--- src/rtl/pwm_edge_capture.sv ---
// Timestamped PWM transition capture with a show-ahead record FIFO.
// One slot is held back during a capture so its final record can always be stored.
module pwm_edge_capture #(
    parameter int CHANNELS = 1,
    parameter int TS_WIDTH = 24,
    parameter int DEPTH    = 16
) (
    input  logic                     clk,
    input  logic                     rst_n,
    input  logic [CHANNELS-1:0]      pwm_in,
    input  logic                     arm,
    input  logic                     stop,
    input  logic [TS_WIDTH-1:0]      cap_len,
    input  logic                     rd_ready,
    output logic                     rd_valid,
    output logic [TS_WIDTH-1:0]      rd_ts,
    output logic [CHANNELS-1:0]      rd_level,
    output logic                     rd_last,
    output logic [$clog2(DEPTH):0]   fifo_count,
    output logic                     busy,
    output logic                     done,
    output logic                     overflow
);
    localparam int AW = $clog2(DEPTH);
    localparam int RW = TS_WIDTH + CHANNELS + 1;
    localparam logic [AW:0] CNT_FULL    = (AW+1)'(DEPTH);
    localparam logic [AW:0] CNT_RESERVE = (AW+1)'(DEPTH - 1);

    typedef enum logic {IDLE, RUN} state_t;

    state_t              state;
    logic [TS_WIDTH-1:0] ts;
    logic [TS_WIDTH-1:0] len_reg;
    logic [TS_WIDTH-1:0] next_ts;
    logic [TS_WIDTH-1:0] wr_ts;
    logic [CHANNELS-1:0] prev;
    logic                want_write;
    logic                want_last;
    logic                finish;
    logic                fits;
    logic                push;
    logic                pop;
    logic                drop;
    logic [RW-1:0]       mem [DEPTH];
    logic [AW-1:0]       wr_ptr;
    logic [AW-1:0]       rd_ptr;
    logic [AW:0]         count;

    always_comb begin
        want_write = 1'b0;
        want_last  = 1'b0;
        finish     = 1'b0;
        wr_ts      = '0;
        next_ts    = ts + 1'b1;
        case (state)
            IDLE: begin
                if (arm) begin
                    want_write = 1'b1;
                    want_last  = (cap_len == '0);
                    finish     = (cap_len == '0);
                end
            end
            RUN: begin
                wr_ts = next_ts;
                if (next_ts == len_reg || stop) begin
                    want_write = 1'b1;
                    want_last  = 1'b1;
                    finish     = 1'b1;
                end else if (pwm_in != prev) begin
                    want_write = 1'b1;
                end
            end
            default: ;
        endcase
        // Space is judged on the occupancy at cycle start; a same-cycle pop does not help.
        fits = want_last ? (count < CNT_FULL) : (count < CNT_RESERVE);
        push = want_write & fits;
        drop = want_write & ~fits;
    end

    assign pop = rd_valid & rd_ready;

    always_ff @(posedge clk or negedge rst_n) begin
        if (!rst_n) begin
            state    <= IDLE;
            ts       <= '0;
            len_reg  <= '0;
            prev     <= '0;
            busy     <= 1'b0;
            done     <= 1'b0;
            overflow <= 1'b0;
        end else begin
            done <= finish;
            case (state)
                IDLE: begin
                    if (arm) begin
                        len_reg  <= cap_len;
                        ts       <= '0;
                        prev     <= pwm_in;
                        overflow <= drop;
                        if (cap_len != '0) begin
                            state <= RUN;
                            busy  <= 1'b1;
                        end
                    end
                end
                RUN: begin
                    ts       <= next_ts;
                    prev     <= pwm_in;
                    overflow <= overflow | drop;
                    if (finish) begin
                        state <= IDLE;
                        busy  <= 1'b0;
                    end
                end
                default: state <= IDLE;
            endcase
        end
    end

    // Storage carries no reset; stale entries are unreachable once the pointers clear.
    always_ff @(posedge clk) begin
        if (push) begin
            mem[wr_ptr] <= {wr_ts, pwm_in, want_last};
        end
    end

    always_ff @(posedge clk or negedge rst_n) begin
        if (!rst_n) begin
            wr_ptr <= '0;
            rd_ptr <= '0;
            count  <= '0;
        end else begin
            if (push) begin
                wr_ptr <= wr_ptr + 1'b1;
            end
            if (pop) begin
                rd_ptr <= rd_ptr + 1'b1;
            end
            case ({push, pop})
                2'b10:   count <= count + 1'b1;
                2'b01:   count <= count - 1'b1;
                default: ;
            endcase
        end
    end

    assign rd_valid                    = (count != '0);
    assign {rd_ts, rd_level, rd_last}  = mem[rd_ptr];
    assign fifo_count                  = count;

endmodule

--- config.mk ---
export PLATFORM = sky130hd
export DESIGN_NAME = pwm_edge_capture
export DESIGN_NICKNAME = d
export VERILOG_FILES = /design/src/rtl/pwm_edge_capture.sv
export SDC_FILE = /design/constraint.sdc
export NUM_CORES = 1
export LEC_CHECK = 0
export CAP_MARGIN = 25
export CORE_MARGIN = 3
export CORE_UTILIZATION = 61
export CTS_CLUSTER_DIAMETER = 30
export DETAILED_ROUTE_END_ITERATION = 12
export PLACE_DENSITY = 0.76
export SYNTH_ARGS = -nofsm -noshare
export SYNTH_HDL_FRONTEND = slang
export SYNTH_SLANG_ARGS = --single-unit
export TNS_END_PERCENT = 5
--- constraint.sdc ---
create_clock -name clk -period 5 [get_ports clk]
set_input_delay 1 -clock clk [delete_from_list [all_inputs] [get_ports clk]]
set_output_delay 1 -clock clk [all_outputs]
set_load 0.005 [all_outputs]
* Word-level counts from Yosys, hierarchy flattened
Memories as Yosys holds them, arrays and structs flattened.
Index checks and enable logic that the tools add are counted.
W data, S select, Z words.
** Storage, ports and cells
- Bits in registers :: 66
- RAM bits :: 416
- Bits of input ports :: 30
- Memories kept :: 1
** Memories
- mem :: depth 16, width 26, rd ports 1, clocked after Yosys merged registers in 0, write ports 1, RTL line 44 : logic [RW-1:0] mem [DEPTH];
** Operators by class
- Add/sub/neg operators :: 5
- Order comparisons :: 2
- Equal/unequal tests :: 7
- Muxes and demuxes :: 26
- Bitwise gates (word level) :: 6
- Reduce and logical (&&, ||, !) cells :: 7
** Operator list (count)
- $mux W24 :: 2
- $pmux W24 S2 :: 1
- $add A24 B1 Y24 const B :: 1
- $eq A24 B24 Y1 :: 1
- $logic_not A24 Y1 :: 1
- $reduce_bool A24 Y1 :: 1
- $mux W1 :: 16
- $pmux W1 S2 :: 6
- $pmux W5 S2 :: 1
- $add A4 B1 Y4 const B :: 2
- $add A5 B1 Y5 const B :: 1
- $lt A5 B4 Y1 const B :: 1
- $lt A5 B5 Y1 const B :: 1
- $reduce_bool A5 Y1 :: 1
- $sub A5 B1 Y5 const B :: 1
- $ne A2 B2 Y1 const B :: 2
- $and A1 B1 Y1 :: 3
- $reduce_and A3 Y1 :: 1
- $eq A2 B1 Y1 const B :: 1
- $eq A2 B2 Y1 const B :: 1
- $ne A2 B1 Y1 const B :: 1
- $not A1 Y1 :: 2
- $reduce_and A2 Y1 :: 1
- $reduce_bool A2 Y1 :: 1
- other kinds (3) :: 3

* Longest topological paths before layout
- Depth after elaboration :: 10
- Gate-level depth with buffers :: 21
- Depth with buffers taken out :: 19

* Least setup slack after synthesis
Ideal clock, no wire load.
- Kind :: register -> register
- Start point :: register ts[0]
- End point :: register count[4], in the netlist fifo_count[4]
- Arrival :: 3.947 ns
- Data required time :: 4.872 ns
- Setup slack :: 0.926 ns
- Stages on the path, launching flop included :: 21
- Path buffers :: 1
- Period minus slack after synthesis :: 4.074 ns
- Path through :: dfrtp_1 ha_1 nand2_1 or4_1 nor2_2 o2111ai_1 or4_1 nor4_2 o21ai_2 nand2_2 buf_6 inv_2 ha_1 inv_1 fa_1 inv_1 a21o_1 a21oi_1 xnor2_1 nor2_1 xor2_1
** On the way
- Longest elaborated chain between the ends :: 9
- Elaborated cells between the ends (all ways) :: 13
- Classes of those cells :: add/sub (1); eq/ne (3); mux (6); bitwise (1); reduce/logical (2)
** RTL lines
- start, declared :: RTL line 32 : logic [TS_WIDTH-1:0] ts;
- start signal, assigned :: RTL line 108 : ts <= next_ts;
- $add A24 B1 Y24 (*) :: RTL line 54 : next_ts = ts + 1'b1;
- $eq A24 B24 Y1 (*) :: RTL line 65 : if (next_ts == len_reg || stop) begin
- $logic_or A1 B1 Y1 (*) :: RTL line 65
- $mux W1 :: RTL line 65
- $pmux W1 S2 :: RTL line 55 : case (state)
- $mux W1 :: RTL line 76 : fits = want_last ? (count < CNT_FULL) : (count < CNT_RESERVE);
- $and A1 B1 Y1 (*) :: RTL line 77 : push = want_write & fits;
- $eq A2 B1 Y1 / $eq A2 B2 Y1 (equally long branches) :: RTL line 140 : case ({push, pop})
- $pmux W5 S2 / $reduce_bool A2 Y1 (equally long branches)
- end signal, assigned :: RTL line 141 : 2'b10: count <= count + 1'b1;
- end signal, assigned :: RTL line 142 : 2'b01: count <= count - 1'b1;
- end, declared :: RTL line 47 : logic [AW:0] count;
Every way passes the cells marked *; elsewhere a longest branch is shown, timed or not.
A chain may end at the register's enable or synchronous reset.

* Worst setup path in the final report
Ends and elaborated chain as after synthesis.

==> metrics.md <==
| Metric | Value |
|---|---|
| Die area | `between 30000 and 40000 um2` |
| Syn_nets | `roughly 1100` |
| Port buffer count | `64` |
| Post-synth EDFFs | `between 400 and 500` |
| Worst Hold Class | `flip-flop to flip-flop` |
| Yosys reg bits | `482` |
| Setup CP Type | `flip-flop to flip-flop` |
| Final Hold Fails | `0` |
| Number of global-route vias before repair | `between 10000 and 15000` |
| Tcrit/Tclk final | `0.911` |
| Synth Cell Area | `about 20000 um2` |
| Max H-tree Level | `3` |
| First-pass GRT wire length | `68000 um` |
| Synth unique cells | `64` |
| Setup_tns | `0 ns` |
| Mean post-synth cell area | `18.9 um2` |
| Final setup fails | `0` |
| Relative slew slack | `0.283` |
| Clk sinks | `~480` |
| Placeable Area | `approximately 32000 um2` |
| Worst-Margin Slew | `~1.1 ns` |
| CTS Hold Bufs | `0` |
| Critical path required time | `approximately 5.5 ns` |
| RSZ-0062 raised after global routing | `no` |
| P_leak | `between 0.008 and 0.009 uW` |
| RePlAce Congestion | `~0.86` |
| PwrDens | `between 500 and 600 nW/um2` |
| Starting DRT DRC Count | `1197` |
| CTS tree | `yes` |
| Final WL | `about 45000 um` |
| Overall Global Routing Usage | `0.274` |
| Post-CTS resize count | `0` |
| Warnings, synthesis | `0` |
| Initial antenna violation count | `0` |
| Status | `finished, final reports clean` |
| Initial Utilization | `0.622` |
| Vias per cell | `around 6.4` |
| Mapped Cells | `1041` |
| Max Cap Violations | `0` |
| Clk pin slew, worst setup/hold paths | `0.05 ns` |
| Number of buffers created by CTS | `80` |
| CP Data Arrival Time | `between 5 and 6 ns` |
| Diodes inserted | `0` |
| Worst hold margin | `a little under 0.5 ns` |
| Max Fclk | `between 200 and 250 MHz` |
| Ys flop type | `edfxtp_1` |
| IO Count | `65` |
| Final Net Count | `between 1000 and 1500` |
| Most frequent cell after synthesis | `edfxtp_1` |
| Synth top cells by count | `416 x edfxtp_1, 130 x mux4_2, 87 x nand2_1` |
| VDD IR max | `between 0.3 and 0.4 mV` |
| Avg WL per Cell | `27.1 um` |
| Crit path launch type | `flip-flop` |
| Row count | `between 60 and 70` |
| Max reg flops | `between 400 and 500` |
| Die Y | `186 um` |
| ANT nets after route | `0` |
| Setup Buffers After CTS | `0` |
| Fin crit period | `approximately 4.6 ns` |
| Max Slew Vio Count | `0` |
| Ranking of synthesized cells by area | `edfxtp_1 64%, mux4_2 15%, dfrtp_1 8.4%` |
| Pin count of the biggest net entering global routing | `67` |
| Grt total ovfl | `0` |
| Setup crit end kind | `flip-flop` |
| Synth-to-Final Area Change | `22.1%` |
| Drt first pass iters | `5` |
| Root buf cell | `clkbuf_16` |
| Vias after detailed routing | `approximately 11000` |
| Largest area contributor in the netlist | `edfxtp_1` |
| Sequential share of the synthesized area | `0.719` |
| Synth top area share | `0.635` |
| Worst-Skew Late Latency | `around 0.6 ns` |
| Die width | `~190 um` |
| DP Wirelength | `22500 um` |
| Residual DRC | `0` |
| Clk buf depth | `3` |
| Layout cells sized above 1 | `0.276` |
| Max Fanout on Critical Path | `15` |
| Fin Clk Skew | `~0.023 ns` |
| Post-synthesis async set-or-reset flop share | `0.137` |
power by group:
group	leakage [uW]	internal, uW	total [uW]	switching [uW]
logic	0.00255	1820	3280	1460
registers	0.00449	4870	5270	398
clock network	0.00134	3590	5630	2040
cell type report:
class | instances | area, um2
Clock buffer | 86 | 2020
Clock inverter | 62 | 787
Fill cell | 1671 | 7630
Inverter | 13 | 48.8
Multi-Input combinational cell | 491 | 5280
Sequential cell | 482 | 14200
Tap cell | 402 | 503
Timing Repair Buffer | 116 | 1220
metrics by stage:
step | setup WS (ns) | instance area, um2 | utilization | instances | power [uW]
after floorplan | 0.926 | 19700 | - | 1041 | 7250
after global placement | 0.413 | 21000 | 0.663 | 1485 | 8490
after detailed placement | 0.279 | 21000 | 0.664 | 1488 | 8560
after CTS | 0.315 | 23800 | 0.753 | 1636 | 14300
after global routing | 0.00372 | 24000 | 0.759 | 1652 | 14700
final | 0.444 | 24000 | 0.759 | 1652 | 14200
path summary, 6_finish.rpt:
path / slack (ns) / startpoint / to / cells past startpoint
setup / recovery: 0.44 / ts[0] / fifo_count[4] / 19
hold / removal: 0.49 / len_reg[23] / len_reg[23] / 2
setup reg to reg: 0.44 / ts[0] / fifo_count[4] / 19
hold reg to reg: 0.49 / len_reg[23] / len_reg[23] / 2
max in group asynchronous: 3.79 / rst_n / rd_ptr[1] / 2
min in group asynchronous: 0.60 / rst_n / rd_ptr[3] / 2
per-layer routing:
layer,track usage,part of all wire,vias to the layer above
met5,0,0,-
li1,-,-,4488
met2,0.420,0.49,585
met3,0.0614,0.094,81
met4,0.0941,0.024,0
met1,0.401,0.39,5404
cells by family after synthesis:
logic type,count (synthesis),share of synthesized area
AOI/OAI and AO/OA,68,0.0243
xor gates and xnor gates,54,0.0261
adders and majority gates,12,0.00789
buffers and inverters,68,0.0141
DFF,482,0.719
muxes,137,0.153
and+or+nand+nor,220,0.0557
layout by cell type (no fill, tap or decap), drive strengths merged, types with 2 or more instances in the layout:
master and instances:
edfxtp 416, mux4 130, clkbuf 90, nand2 88
dfrtp 66, clkdlybuf4s50 63, buf 49, nor2 39
xnor2 32, inv 28, clkinv 27, a21o 26
xor2 19, and3 17, o21ai 15, nand3 14
nor4 14, nand4 12, bufinv 11, ha 10
and2 9, nor2b 9, clkinvlp 9, a21oi 6
nor3 6, or4 5, mux2i 4, a31oi 4
o2111ai 3, xnor3 3, mux2 3, nor3b 2
a21boi 2
worst max-delay path, cell delays in order (launching register included):
cell and delay [ns]:
dfrtp_1 0.43, ha_1 0.28, nand2_1 0.20, or4_1 0.56, nor2_2 0.18, o2111ai_1 0.13
or4_1 0.56, nor4_4 0.34, o21ai_2 0.13, nand2_2 0.23, inv_2 0.05, ha_1 0.25
inv_1 0.12, fa_1 0.22, inv_1 0.05, a21o_1 0.17, a21oi_1 0.17, xnor2_1 0.13
nor2_1 0.07, xor2_1 0.14
(Power assumes the default switching activity.)
